[config.mk]
export PLATFORM = sky130hd
export DESIGN_NAME = stream_mux_n
export DESIGN_NICKNAME = d
export VERILOG_FILES = /design/src/rtl/stream_mux_pkg.sv /design/src/rtl/rr_arbiter.sv /design/src/rtl/stream_mux_n.sv
export SDC_FILE = /design/constraint.sdc
export NUM_CORES = 1
export LEC_CHECK = 0
export CORE_MARGIN = 1.5
export CORE_UTILIZATION = 35
export DETAILED_ROUTE_END_ITERATION = 10
export DONT_BUFFER_PORTS = 1
export SKIP_CTS_REPAIR_TIMING = 1
export SLEW_MARGIN = 20
export SYNTH_ARGS = -nofsm -noshare
export SYNTH_HDL_FRONTEND = slang
export SYNTH_HIERARCHICAL = 1
export SYNTH_SLANG_ARGS = --single-unit
export TNS_END_PERCENT = 30
[constraint.sdc]
create_clock -name clk -period 5.6 [get_ports clk]
set_input_delay 0.56 -clock clk [delete_from_list [all_inputs] [get_ports clk]]
set_output_delay 0.56 -clock clk [all_outputs]
set_load 0.05 [all_outputs]
[src/rtl/stream_mux_pkg.sv]
// Shared constants and helpers for the N-channel stream multiplexer.
package stream_mux_pkg;

  localparam logic MODE_SEL = 1'b0;
  localparam logic MODE_RR  = 1'b1;

  // Index width for a channel count; never narrower than one bit.
  function automatic int clog2(input int value);
    int v;
    int r;
    v = value - 32'sd1;
    r = 32'sd0;
    while (v > 32'sd0) begin
      r = r + 32'sd1;
      v = v >>> 1;
    end
    return (r < 32'sd1) ? 32'sd1 : r;
  endfunction

endpackage

[src/rtl/rr_arbiter.sv]
// Combinational round-robin pick: first requesting channel at or after ptr.
module rr_arbiter
  import stream_mux_pkg::*;
#(
  parameter int N = 4,
  localparam int SELW = clog2(N)
) (
  input  logic [N-1:0]    req,
  input  logic [SELW-1:0] ptr,
  output logic [SELW-1:0] grant,
  output logic            grant_valid
);

  // Scan offsets from farthest to nearest so the nearest requester wins.
  always_comb begin
    logic [SELW-1:0] idx_v;
    logic            hit_v;
    grant       = '0;
    grant_valid = 1'b0;
    idx_v       = '0;
    hit_v       = 1'b0;
    for (int i = N - 1; i >= 0; i--) begin
      idx_v       = SELW'((int'(ptr) + i) % N);
      hit_v       = req[idx_v];
      grant       = hit_v ? idx_v : grant;
      grant_valid = grant_valid | hit_v;
    end
  end

endmodule

[src/rtl/stream_mux_n.sv]
// N-channel stream mux with explicit-select and round-robin modes,
// a single registered output stage and a sticky illegal-select flag.
module stream_mux_n
  import stream_mux_pkg::*;
#(
  parameter int N = 4,
  parameter int W = 8,
  localparam int SELW = clog2(N)
) (
  input  logic              clk,
  input  logic              rst,
  input  logic              mode,
  input  logic [SELW-1:0]   sel,
  input  logic [N-1:0]      in_valid,
  input  logic [N*W-1:0]    in_data,
  output logic [N-1:0]      in_ready,
  output logic              out_valid,
  input  logic              out_ready,
  output logic [W-1:0]      out_data,
  output logic [SELW-1:0]   out_ch,
  output logic              sel_err,
  input  logic              err_clr
);

  localparam logic [SELW:0]   N_EXT   = (SELW + 1)'(N);
  localparam logic [SELW-1:0] LAST_CH = SELW'(N - 1);

  logic            out_valid_r;
  logic [W-1:0]    out_data_r;
  logic [SELW-1:0] out_ch_r;
  logic [SELW-1:0] ptr_r;
  logic            sel_err_r;

  logic [SELW-1:0] rr_grant_s;
  logic            rr_valid_s;
  logic            sel_legal_s;
  logic [SELW-1:0] grant_s;
  logic            grant_valid_s;
  logic            free_s;
  logic            xfer_s;
  logic            sel_err_set_s;
  logic [W-1:0]    grant_data_s;
  logic [SELW-1:0] next_ptr_s;

  rr_arbiter #(.N(N)) u_rr (
    .req         (in_valid),
    .ptr         (ptr_r),
    .grant       (rr_grant_s),
    .grant_valid (rr_valid_s)
  );

  // Grant decision; an out-of-range or unknown sel falls to the no-grant branch.
  always_comb begin
    sel_legal_s   = 1'b0;
    grant_s       = '0;
    grant_valid_s = 1'b0;
    if ({1'b0, sel} < N_EXT) begin
      sel_legal_s = 1'b1;
    end else begin
      sel_legal_s = 1'b0;
    end
    if (mode == MODE_RR) begin
      grant_s       = rr_grant_s;
      grant_valid_s = rr_valid_s;
    end else if (sel_legal_s) begin
      grant_s       = sel;
      grant_valid_s = in_valid[sel];
    end else begin
      grant_s       = '0;
      grant_valid_s = 1'b0;
    end
  end

  assign free_s        = !out_valid_r || out_ready;
  assign xfer_s        = free_s && grant_valid_s;
  assign sel_err_set_s = (mode == MODE_SEL) && (|in_valid) && !sel_legal_s;
  assign grant_data_s  = W'(in_data >> (int'(grant_s) * W));
  assign next_ptr_s    = (grant_s == LAST_CH) ? '0 : grant_s + SELW'(1);
  assign in_ready      = (!rst && xfer_s) ? (N'(1) << grant_s) : '0;

  // Output stage, round-robin pointer and sticky error flag.
  always_ff @(posedge clk or posedge rst) begin
    if (rst) begin
      out_valid_r <= 1'b0;
      out_data_r  <= '0;
      out_ch_r    <= '0;
      ptr_r       <= '0;
      sel_err_r   <= 1'b0;
    end else begin
      if (xfer_s) begin
        out_valid_r <= 1'b1;
        out_data_r  <= grant_data_s;
        out_ch_r    <= grant_s;
        ptr_r       <= next_ptr_s;
      end else if (free_s) begin
        out_valid_r <= 1'b0;
      end
      if (sel_err_set_s) begin
        sel_err_r <= 1'b1;
      end else if (err_clr) begin
        sel_err_r <= 1'b0;
      end
    end
  end

  assign out_valid = out_valid_r;
  assign out_data  = out_data_r;
  assign out_ch    = out_ch_r;
  assign sel_err   = sel_err_r;

endmodule
==> results of run 1 <==
## metrics by stage
stage / setup slack [ps] / hold slack [ps] / power [µW]
floorplan: 2270 / 437 / 399
global placement: 2500 / 510 / 417
detailed placement: 2460 / 517 / 422
CTS: 2260 / 211 / 483
global route: 2050 / 216 / 506
finish: 2340 / 192 / 475
## critical path, cell delays in order, from the launching register on
cell	delay, ps
dfrtp_1	430
nor3b_1	160
a211oi_1	210
nor2_1	80
mux2i_2	600
ha_1	260
nor3b_2	690
## layout make-up
class,instances,share of cell area (%)
Sequential cell,13,31.6
Inverter,3,1.09
Multi-Input combinational cell,51,61.0
Clock buffer,4,2.55
Tap cell,31,3.76
## cell usage in the layout, fill, tap and decap left out, drive strengths merged
cell / Yosys / final
nand2: 3 / 3
conb: 1 / 1
dfrtp: 13 / 13
nor2: 5 / 5
mux4: 9 / 9
mux2i: 4 / 4
a21oi: 1 / 1
nand2b: 4 / 4
inv: 3 / 3
o211ai: 1 / 1
mux2: 12 / 12
ha: 4 / 4
a211oi: 2 / 2
nor3b: 5 / 5
clkbuf: 0 / 4
## worst max path at each step
stage | endpoint | from | cells past startpoint
final | in_ready[1] | ptr_r[0] | 6
after global routing | in_ready[1] | ptr_r[0] | 6
after floorplan | in_ready[0] | in_valid[3] | 6
after global placement | in_ready[0] | in_valid[3] | 6
after CTS | in_ready[0] | ptr_r[0] | 6
after detailed placement | in_ready[0] | in_valid[3] | 6
## power by group
part / internal, µW / switching [µW]
clock: 27.5 / 29.9
combinational: 90.9 / 63.5
sequential: 128 / 135
total: 246 / 229
## kinds of logic (layout without fill, tap and decap cells)
group / after synthesis / in the layout
mux: 25 / 25
compound gates: 4 / 4
simple gates: 17 / 17
flops: 13 / 13
buf+inv: 6 / 7
other cells: 1 / 1
fa+ha+maj: 4 / 4
## registers in the layout, indices dropped and copies added (netlist names)
name and flops:
ptr_r 2, out_ch 2, out_data 8, out_valid 1
## routing by layer
metal | share of wire (%) | global-route usage [%]
met5 | 0 | 0
met4 | 0 | 4.08
met3 | 13 | 5.81
met2 | 51 | 20.7
met1 | 36 | 14.3
==> results.sh, run 1 <==
export IMPL_status="completed"
export IMPL_worst_r2r_path_depth=6
export IMPL_vias=580
export IMPL_fin_worst_skew_ps=7.26
export IMPL_tightestPinTransition_ps=857
export IMPL_synth_adder_area_share_pct=5.08
export IMPL_syn_to_final_growth_pct=4.70
export IMPL_cts_path_max_buffers=2
export IMPL_port_buffers=0
export IMPL_synthTopCellsByCount="dfrtp_1 (13), mux4_2 (9), mux2_2 (6), mux2_4 (6)"
export IMPL_io_pins=59
export IMPL_dr_pass1_iters=3
export IMPL_relSlewSlack_pct=42.6
export IMPL_drv_slew=0
export IMPL_via_per_inst=5.69
export IMPL_yosysMostFrequentCell="dfrtp_1"
export IMPL_grt_setup_unrepaired="no"
export IMPL_routed_wl_um=1830
export IMPL_grt_use_total_pct=12.5
export IMPL_yosys_area_top_type="dfrtp_1"
export IMPL_vdd_drop_max_mv=0.261
export IMPL_fin_crit_sh_pct=58.1
export IMPL_dieArea_mm2=0.00314
export IMPL_worstSetupPathType="reg2out"
export IMPL_synth_edff_count=0
export IMPL_place_congestion=0.683
export IMPL_synthXorXnorAreaFrac_pct=0
export IMPL_regArea_um2=325
export IMPL_core_area_mm2=0.00271
export IMPL_setup_viol=0
export IMPL_synth_cells=70
export IMPL_synth_area_top_cells="dfrtp_1 (33%), mux4_2 (21%), mux2_4 (9.1%)"
export IMPL_nFillCells=272
export IMPL_final_net_count=119
export IMPL_dp_cells=98
export IMPL_initial_core_util_pct=36.3
export IMPL_power_density_mw_per_mm2=461
export IMPL_ys_ff_latch=13
export IMPL_cp_data_required_time_ps=5040
export IMPL_tns_ps=0
export IMPL_dieHeight_um=56.0
export IMPL_synth_mux_area_share_pct=42.3
export IMPL_max_cap_violations=0
export IMPL_numCtsBuffers=3
export IMPL_drc_errors=0
export IMPL_critPathArrivalTime_ps=2700
export IMPL_ant_nets=0
export IMPL_cts_root_buffer="clkbuf_4"
export IMPL_diodes=0
export IMPL_yosysWarnings=6
export IMPL_drive_gt1_share_pct=45.1
export IMPL_clock_latency_ps=270
export IMPL_fmax_ghz=0.307
export IMPL_die_w_um=56.0
export IMPL_htree_num_levels=1
export IMPL_regToRegEndpoint="out_data[0]"
export IMPL_routedWlPerCell_um=18.0
export IMPL_fin_cells=102
export IMPL_holdCritPathClass="in2async"
export IMPL_cellLeakagePower_uw=0.000414
export IMPL_overflow=0
export IMPL_cts_reportedPaths_clkPinSlew_ps=80
export IMPL_row_count=19
export IMPL_cts_tree="built"
export IMPL_synth_avg_cell_area_um2=14.1
export IMPL_min_period_ps=3260
export IMPL_multi_input_area_um2=629
export IMPL_synth_top_flop_cell="dfrtp_1"
export IMPL_cts_sinks=13
export IMPL_netlist_area_um2=985
export IMPL_yosys_cell_types_count=21
export IMPL_drt_iter0_markers=7
export IMPL_synth_nets=117
export IMPL_synthArstFlopShare_pct=100
export IMPL_grt_start_max_net_pins=17
export IMPL_hpwlAfterDp_um=1400
export IMPL_antenna_found_initial=0
export IMPL_postLayoutCoreUtil_pct=38.0
export IMPL_placed_cell_area_mm2=0.00100
export IMPL_cp_max_fo=11
export IMPL_synth_top_family_by_area="multiplexers"
export IMPL_synth_compound_area_share_pct=4.70
export IMPL_endpoint_kind="output port"
export IMPL_grt_pass1_wl_um=2970
export IMPL_final_hold_violation_count=0
export IMPL_synth_simple_area_share_pct=9.40
export IMPL_rrSetupSlack_ps=3310
export IMPL_synth_top_area_share_pct=33.0
export IMPL_grt_pass1_vias=631
export IMPL_postLayoutCellArea_mm2=0.00103
export IMPL_critPathLaunchType="flip-flop"
export IMPL_ys_seq_area_share_pct=33.0
export IMPL_r2r_start="ptr_r[1]"
Note: power is estimated with default switching activity, not from simulation.
==> run 2, diff against run 1 <==
- clock period: 5.6 -> 3.25 ns (I/O delays scaled with it)
==> run 2 against run 1 <==
Net effect:
- sequential cell count stayed put
- largest cell class unchanged
- critical endpoint is now in_ready[3]
- setup slack worse by 1800 ps
- sequential share of layout area is 1.6 points lower
- register-to-register slack worse by 2300 ps
- hold slack worse by 8.3 ps
- non-clock buffer count is 7 higher
- clock skew is 1.3 ps higher
- global-route usage is 0.073 points lower
- critical path type unchanged
==> results.sh, run 2 (synthesized netlist as in run 1, its figures left out) <==
export IMPL_status="completed"
export IMPL_fin_ws_ps=574
export IMPL_critPathArrivalTime_ps=2350
export IMPL_cp_data_required_time_ps=2920
export IMPL_power_density_mw_per_mm2=771
export IMPL_dieArea_mm2=0.00314
export IMPL_setup_viol=0
export IMPL_numCtsBuffers=3
export IMPL_tns_ps=0
export IMPL_initial_core_util_pct=36.3
export IMPL_htree_num_levels=1
export IMPL_cp_cell_sequence="nor3b_1 > a211oi_1 > nor2_1 > mux2i_2 > inv_1 > ha_1 > nor3b_2 > buf_4"
export IMPL_grt_pass1_wl_um=2990
export IMPL_dr_pass1_iters=1
export IMPL_holdCritPathClass="in2reg"
export IMPL_worstSetupPathType="reg2out"
export IMPL_clock_latency_ps=280
export IMPL_endpoint_kind="output port"
export IMPL_cp_slowest_cell="mux2i_2"
export IMPL_cpPeakStageDelay_ps=440
export IMPL_row_count=19
export IMPL_routed_wl_um=1870
export IMPL_cp_max_fo=7
export IMPL_cellLeakagePower_uw=0.000450
export IMPL_hold_depth=2
export IMPL_dieHeight_um=56.0
export IMPL_final_common_cell="dfrtp_1"
export IMPL_grt_start_max_net_pins=17
export IMPL_cts_path_max_buffers=2
export IMPL_min_period_ps=2680
export IMPL_largest_register_ffs=8
export IMPL_syn_to_final_growth_pct=10.3
export IMPL_fmax_ghz=0.374
export IMPL_drc_errors=0
export IMPL_diodes=0
export IMPL_max_cap_violations=0
export IMPL_cts_sinks=13
export IMPL_critPathLaunchType="flip-flop"
export IMPL_fin_cells=109
export IMPL_place_ws_ps=869
export IMPL_fin_crit_sh_pct=82.3
export IMPL_place_congestion=0.693
export IMPL_fin_worst_skew_ps=8.57
export IMPL_drt_iter0_markers=0
export IMPL_final_hold_violation_count=0
export IMPL_vias=612
export IMPL_worst_r2r_path_depth=7
export IMPL_antenna_found_initial=0
export IMPL_via_per_inst=5.61
export IMPL_dp_cells=104
export IMPL_vdd_drop_max_mv=0.476
export IMPL_mostFrequentLayoutCells="dfrtp_1 (13), mux4_2 (9), mux2_4 (6), mux2_2 (6), buf_4 (6)"
export IMPL_port_buffers=0
export IMPL_tightestPinTransition_ps=668
export IMPL_overflow=0
export IMPL_drive_gt1_share_pct=48.7
export IMPL_io_pins=59
export IMPL_drv_slew=0
export IMPL_cts_root_buffer="clkbuf_4"
export IMPL_routedWlPerCell_um=17.1
export IMPL_finalPower_uw=837
export IMPL_grt_use_total_pct=12.4
export IMPL_core_area_mm2=0.00271
export IMPL_grt_pass1_vias=693
export IMPL_ant_nets=0
export IMPL_relSlewSlack_pct=55.3
export IMPL_grt_setup_unrepaired="no"
export IMPL_hpwlAfterDp_um=1460
export IMPL_cts_reportedPaths_clkPinSlew_ps=90
export IMPL_die_w_um=56.0
export IMPL_final_net_count=126
export IMPL_cts_tree="built"
==> run 2: changes by cell type in the layout (fill, tap and decap cells not counted), sizes merged <==
| cell | before | now |
|---|---|---|
| buf | 0 | 6 |
| dlygate4sd3 | 0 | 1 |
==> run 2: area by class of cell <==
| class | instances | area, µm² |
|---|---|---|
| fill | 275 | 1620 |
| multi-input combinational | 51 | 629 |
| sequential | 13 | 325 |
| timing repair buffer | 7 | 55.1 |
| tap | 31 | 38.8 |
| clock buffer | 4 | 26.3 |
| inverter | 3 | 11.3 |
==> run 2: final timing paths <==
| kind | start | slack (ps) | to |
|---|---|---|---|
| hold reg to reg | ptr_r[0] | 620 | ptr_r[0] |
| setup reg to reg | ptr_r[1] | 1000 | out_data[2] |
| max in group asynchronous | rst | 2370 | out_data[0] |
| setup / recovery | ptr_r[0] | 570 | in_ready[3] |
| min in group asynchronous | rst | 520 | out_data[4] |
| hold / removal | mode | 180 | out_valid |
==> run 2: per-stage QoR <==
stage	hold slack, ps	instance area, µm²	util [%]
global route	194	1090	40.1
floorplan	202	985	-
global placement	275	1050	38.7
detailed placement	290	1050	38.7
CTS	-19.5	1080	39.7
finish	184	1090	40.1
==> run 2: power by group <==
| group | switching, µW | internal, µW | total, µW |
|---|---|---|---|
| Sequential | 235 | 220 | 455 |
| Combinational | 111 | 169 | 279 |
| Clock | 54.6 | 47.5 | 102 |
| Total | 401 | 436 | 837 |
==> run 2: critical path: cells and delay by family, from the launching register on <==
| kind | cells | cell delay, ps |
|---|---|---|
| and+or+nand+nor | 3 | 390 |
| muxes | 1 | 440 |
| DFF | 1 | 430 |
| buffers and inverters | 2 | 370 |
| adders and majority gates | 1 | 220 |
| AOI/OAI and AO/OA | 1 | 220 |
==> run 2: routing by layer <==
metal	track usage [%]	vias to the layer above	wire length [µm]
met5	0	-	0
met3	5.12	2	239
li1	-	277	-
met2	19.8	37	910
met4	5.10	0	9
met1	14.8	296	705
==> run 3, diff against run 2 <==
- clock period: 3.25 -> 2.65 ns (I/O delays scaled with it)
==> run 3 against run 2 <==
Net effect:
- sequential power rose by 22%
- critical path depth did not move
- non-clock buffer count rose by 2
- routed wire length rose by 13%
- clock skew fell by 3.1 ps
- power rose by 24%
- register-to-register slack got worse by 610 ps
- die area did not move
- sequential cell count did not move
- cell count rose by 1.8%
- clock power rose by 22%
- first-iteration DRC count rose by 9
- critical path type unchanged
- critical endpoint unchanged
- largest cell class unchanged
- largest power group unchanged
==> results.sh, run 3 (synthesized netlist as in run 1, its figures left out) <==
export IMPL_port_buffers=0
export IMPL_row_count=19
export IMPL_tightestPinTransition_ps=704
export IMPL_worst_r2r_path_depth=7
export IMPL_regToRegEndpoint="out_data[1]"
export IMPL_overflow=0
export IMPL_fin_crit_sh_pct=92.5
export IMPL_grt_pass1_wl_um=3510
export IMPL_dieArea_mm2=0.00314
export IMPL_cp_buffers_inverters=2
export IMPL_cts_sinks=13
export IMPL_place_ws_ps=406
export IMPL_r2r_start="ptr_r[1]"
export IMPL_holdCritPathClass="in2reg"
export IMPL_place_congestion=0.701
export IMPL_status="completed"
export IMPL_vias=627
export IMPL_numCtsBuffers=3
export IMPL_cts_reportedPaths_clkPinSlew_ps=90
export IMPL_drc_errors=0
export IMPL_worstSetupPathType="reg2out"
export IMPL_critPathCapture="in_ready[3]"
export IMPL_setup_viol=0
export IMPL_finalPower_uw=1040
export IMPL_cpPeakStageDelay_ps=450
export IMPL_initial_core_util_pct=36.3
export IMPL_syn_to_final_growth_pct=11.8
export IMPL_io_pins=59
export IMPL_routedWlPerCell_um=19.0
export IMPL_rrSetupSlack_ps=390
export IMPL_cts_root_buffer="clkbuf_4"
export IMPL_routed_wl_um=2110
export IMPL_drv_slew=0
export IMPL_crit_cells=8
export IMPL_max_cap_violations=0
export IMPL_mostFrequentLayoutCells="dfrtp_1 (13), mux4_2 (9), buf_4 (8)"
export IMPL_grt_setup_unrepaired="no"
export IMPL_fin_worst_skew_ps=5.48
export IMPL_cp_max_fo=6
export IMPL_min_period_ps=2450
export IMPL_cellLeakagePower_uw=0.000459
export IMPL_final_common_cell="dfrtp_1"
export IMPL_power_density_mw_per_mm2=941
export IMPL_fmax_ghz=0.408
export IMPL_antenna_found_initial=0
export IMPL_cp_cell_sequence="nand2b_1 > a21oi_1 > a211oi_2 > mux2i_4 > inv_1 > ha_1 > nor3b_2 > buf_4"
export IMPL_cts_tree="built"
export IMPL_final_hold_violation_count=0
export IMPL_critPathLaunchType="flip-flop"
export IMPL_dieHeight_um=56.0
export IMPL_critPathArrivalTime_ps=2190
export IMPL_largest_register_ffs=8
export IMPL_final_net_count=128
export IMPL_vdd_drop_max_mv=0.532
export IMPL_grt_use_total_pct=15.0
export IMPL_postLayoutCoreUtil_pct=40.6
export IMPL_cpLargestDelayFamily="flip-flops"
export IMPL_die_w_um=56.0
export IMPL_hpwlAfterDp_um=1670
export IMPL_nFillCells=252
export IMPL_drive_gt1_share_pct=50.0
export IMPL_core_area_mm2=0.00271
export IMPL_relSlewSlack_pct=52.8
export IMPL_drt_iter0_markers=9
export IMPL_cts_path_max_buffers=2
export IMPL_crit_start="ptr_r[1]"
export IMPL_diodes=0
export IMPL_clock_latency_ps=270
export IMPL_dr_pass1_iters=4
export IMPL_cp_data_required_time_ps=2380
export IMPL_grt_pass1_vias=728
export IMPL_via_per_inst=5.65
export IMPL_endpoint_kind="output port"
export IMPL_grt_start_max_net_pins=17
export IMPL_ant_nets=0
export IMPL_fin_ws_ps=199
export IMPL_cp_slowest_cell="dfrtp_1"
export IMPL_htree_num_levels=1
[run 3: cell count changes in the layout (fill, tap and decap cells not counted), sizes merged]
cell and delta:
buf +2
[run 3: final cells by class]
type                       count  area (µm²)  area share [%]
inverter                       3        11.3            1.02
sequential                    13         325            29.5
clock buffer                   4        26.3            2.39
multi-input combinational     51         629            57.2
timing repair buffer           9        70.1            6.36
tap                           31        38.8            3.52
[run 3: layer usage]
layer,up-vias,wire [µm],global-route usage (%),share of wire [%]
li1,282,-,-,-
met4,0,19,6.12,0.90
met3,2,275,6.05,13
met2,46,1000,24.0,48
met1,297,810,17.8,38
met5,-,0,0,0
[run 3: how the worst min path moves through the flow]
stage | startpoint | end | slack (ps) | cells after the start
global route | mode | out_valid | 150 | 2
global placement | rst | out_data[3] | 230 | 1
detailed placement | rst | out_data[3] | 230 | 1
CTS | rst | out_data[3] | -70 | 1
floorplan | rst | out_ch[0] | 140 | 1
finish | mode | out_valid | 130 | 2
[run 3: worst reg2reg max path: stages, from the launching register on]
cell and delay [ps]:
dfrtp_1 450, nand2b_1 170, a21oi_1 200, a211oi_2 80, mux2i_4 280, buf_4 220
mux4_2 500, mux2_4 270
[run 3: stage by stage]
step                std cells  instance area, µm²  hold slack (ps)  TNS (ps)
global placement          106                1060              225         0
CTS                       110                1090            -73.2         0
floorplan                  70                 990              142      -465
finish                    111                1100              133         0
detailed placement        106                1060              234         0
global route              111                1100              147         0
[run 3: power by group]
| part | switching, µW | internal [µW] | leakage, µW |
|---|---|---|---|
| registers | 285 | 270 | 0.000150 |
| logic | 141 | 216 | 0.000294 |
| clock network | 65.9 | 58.2 | 0.0000150 |
| total | 492 | 544 | 0.000459 |
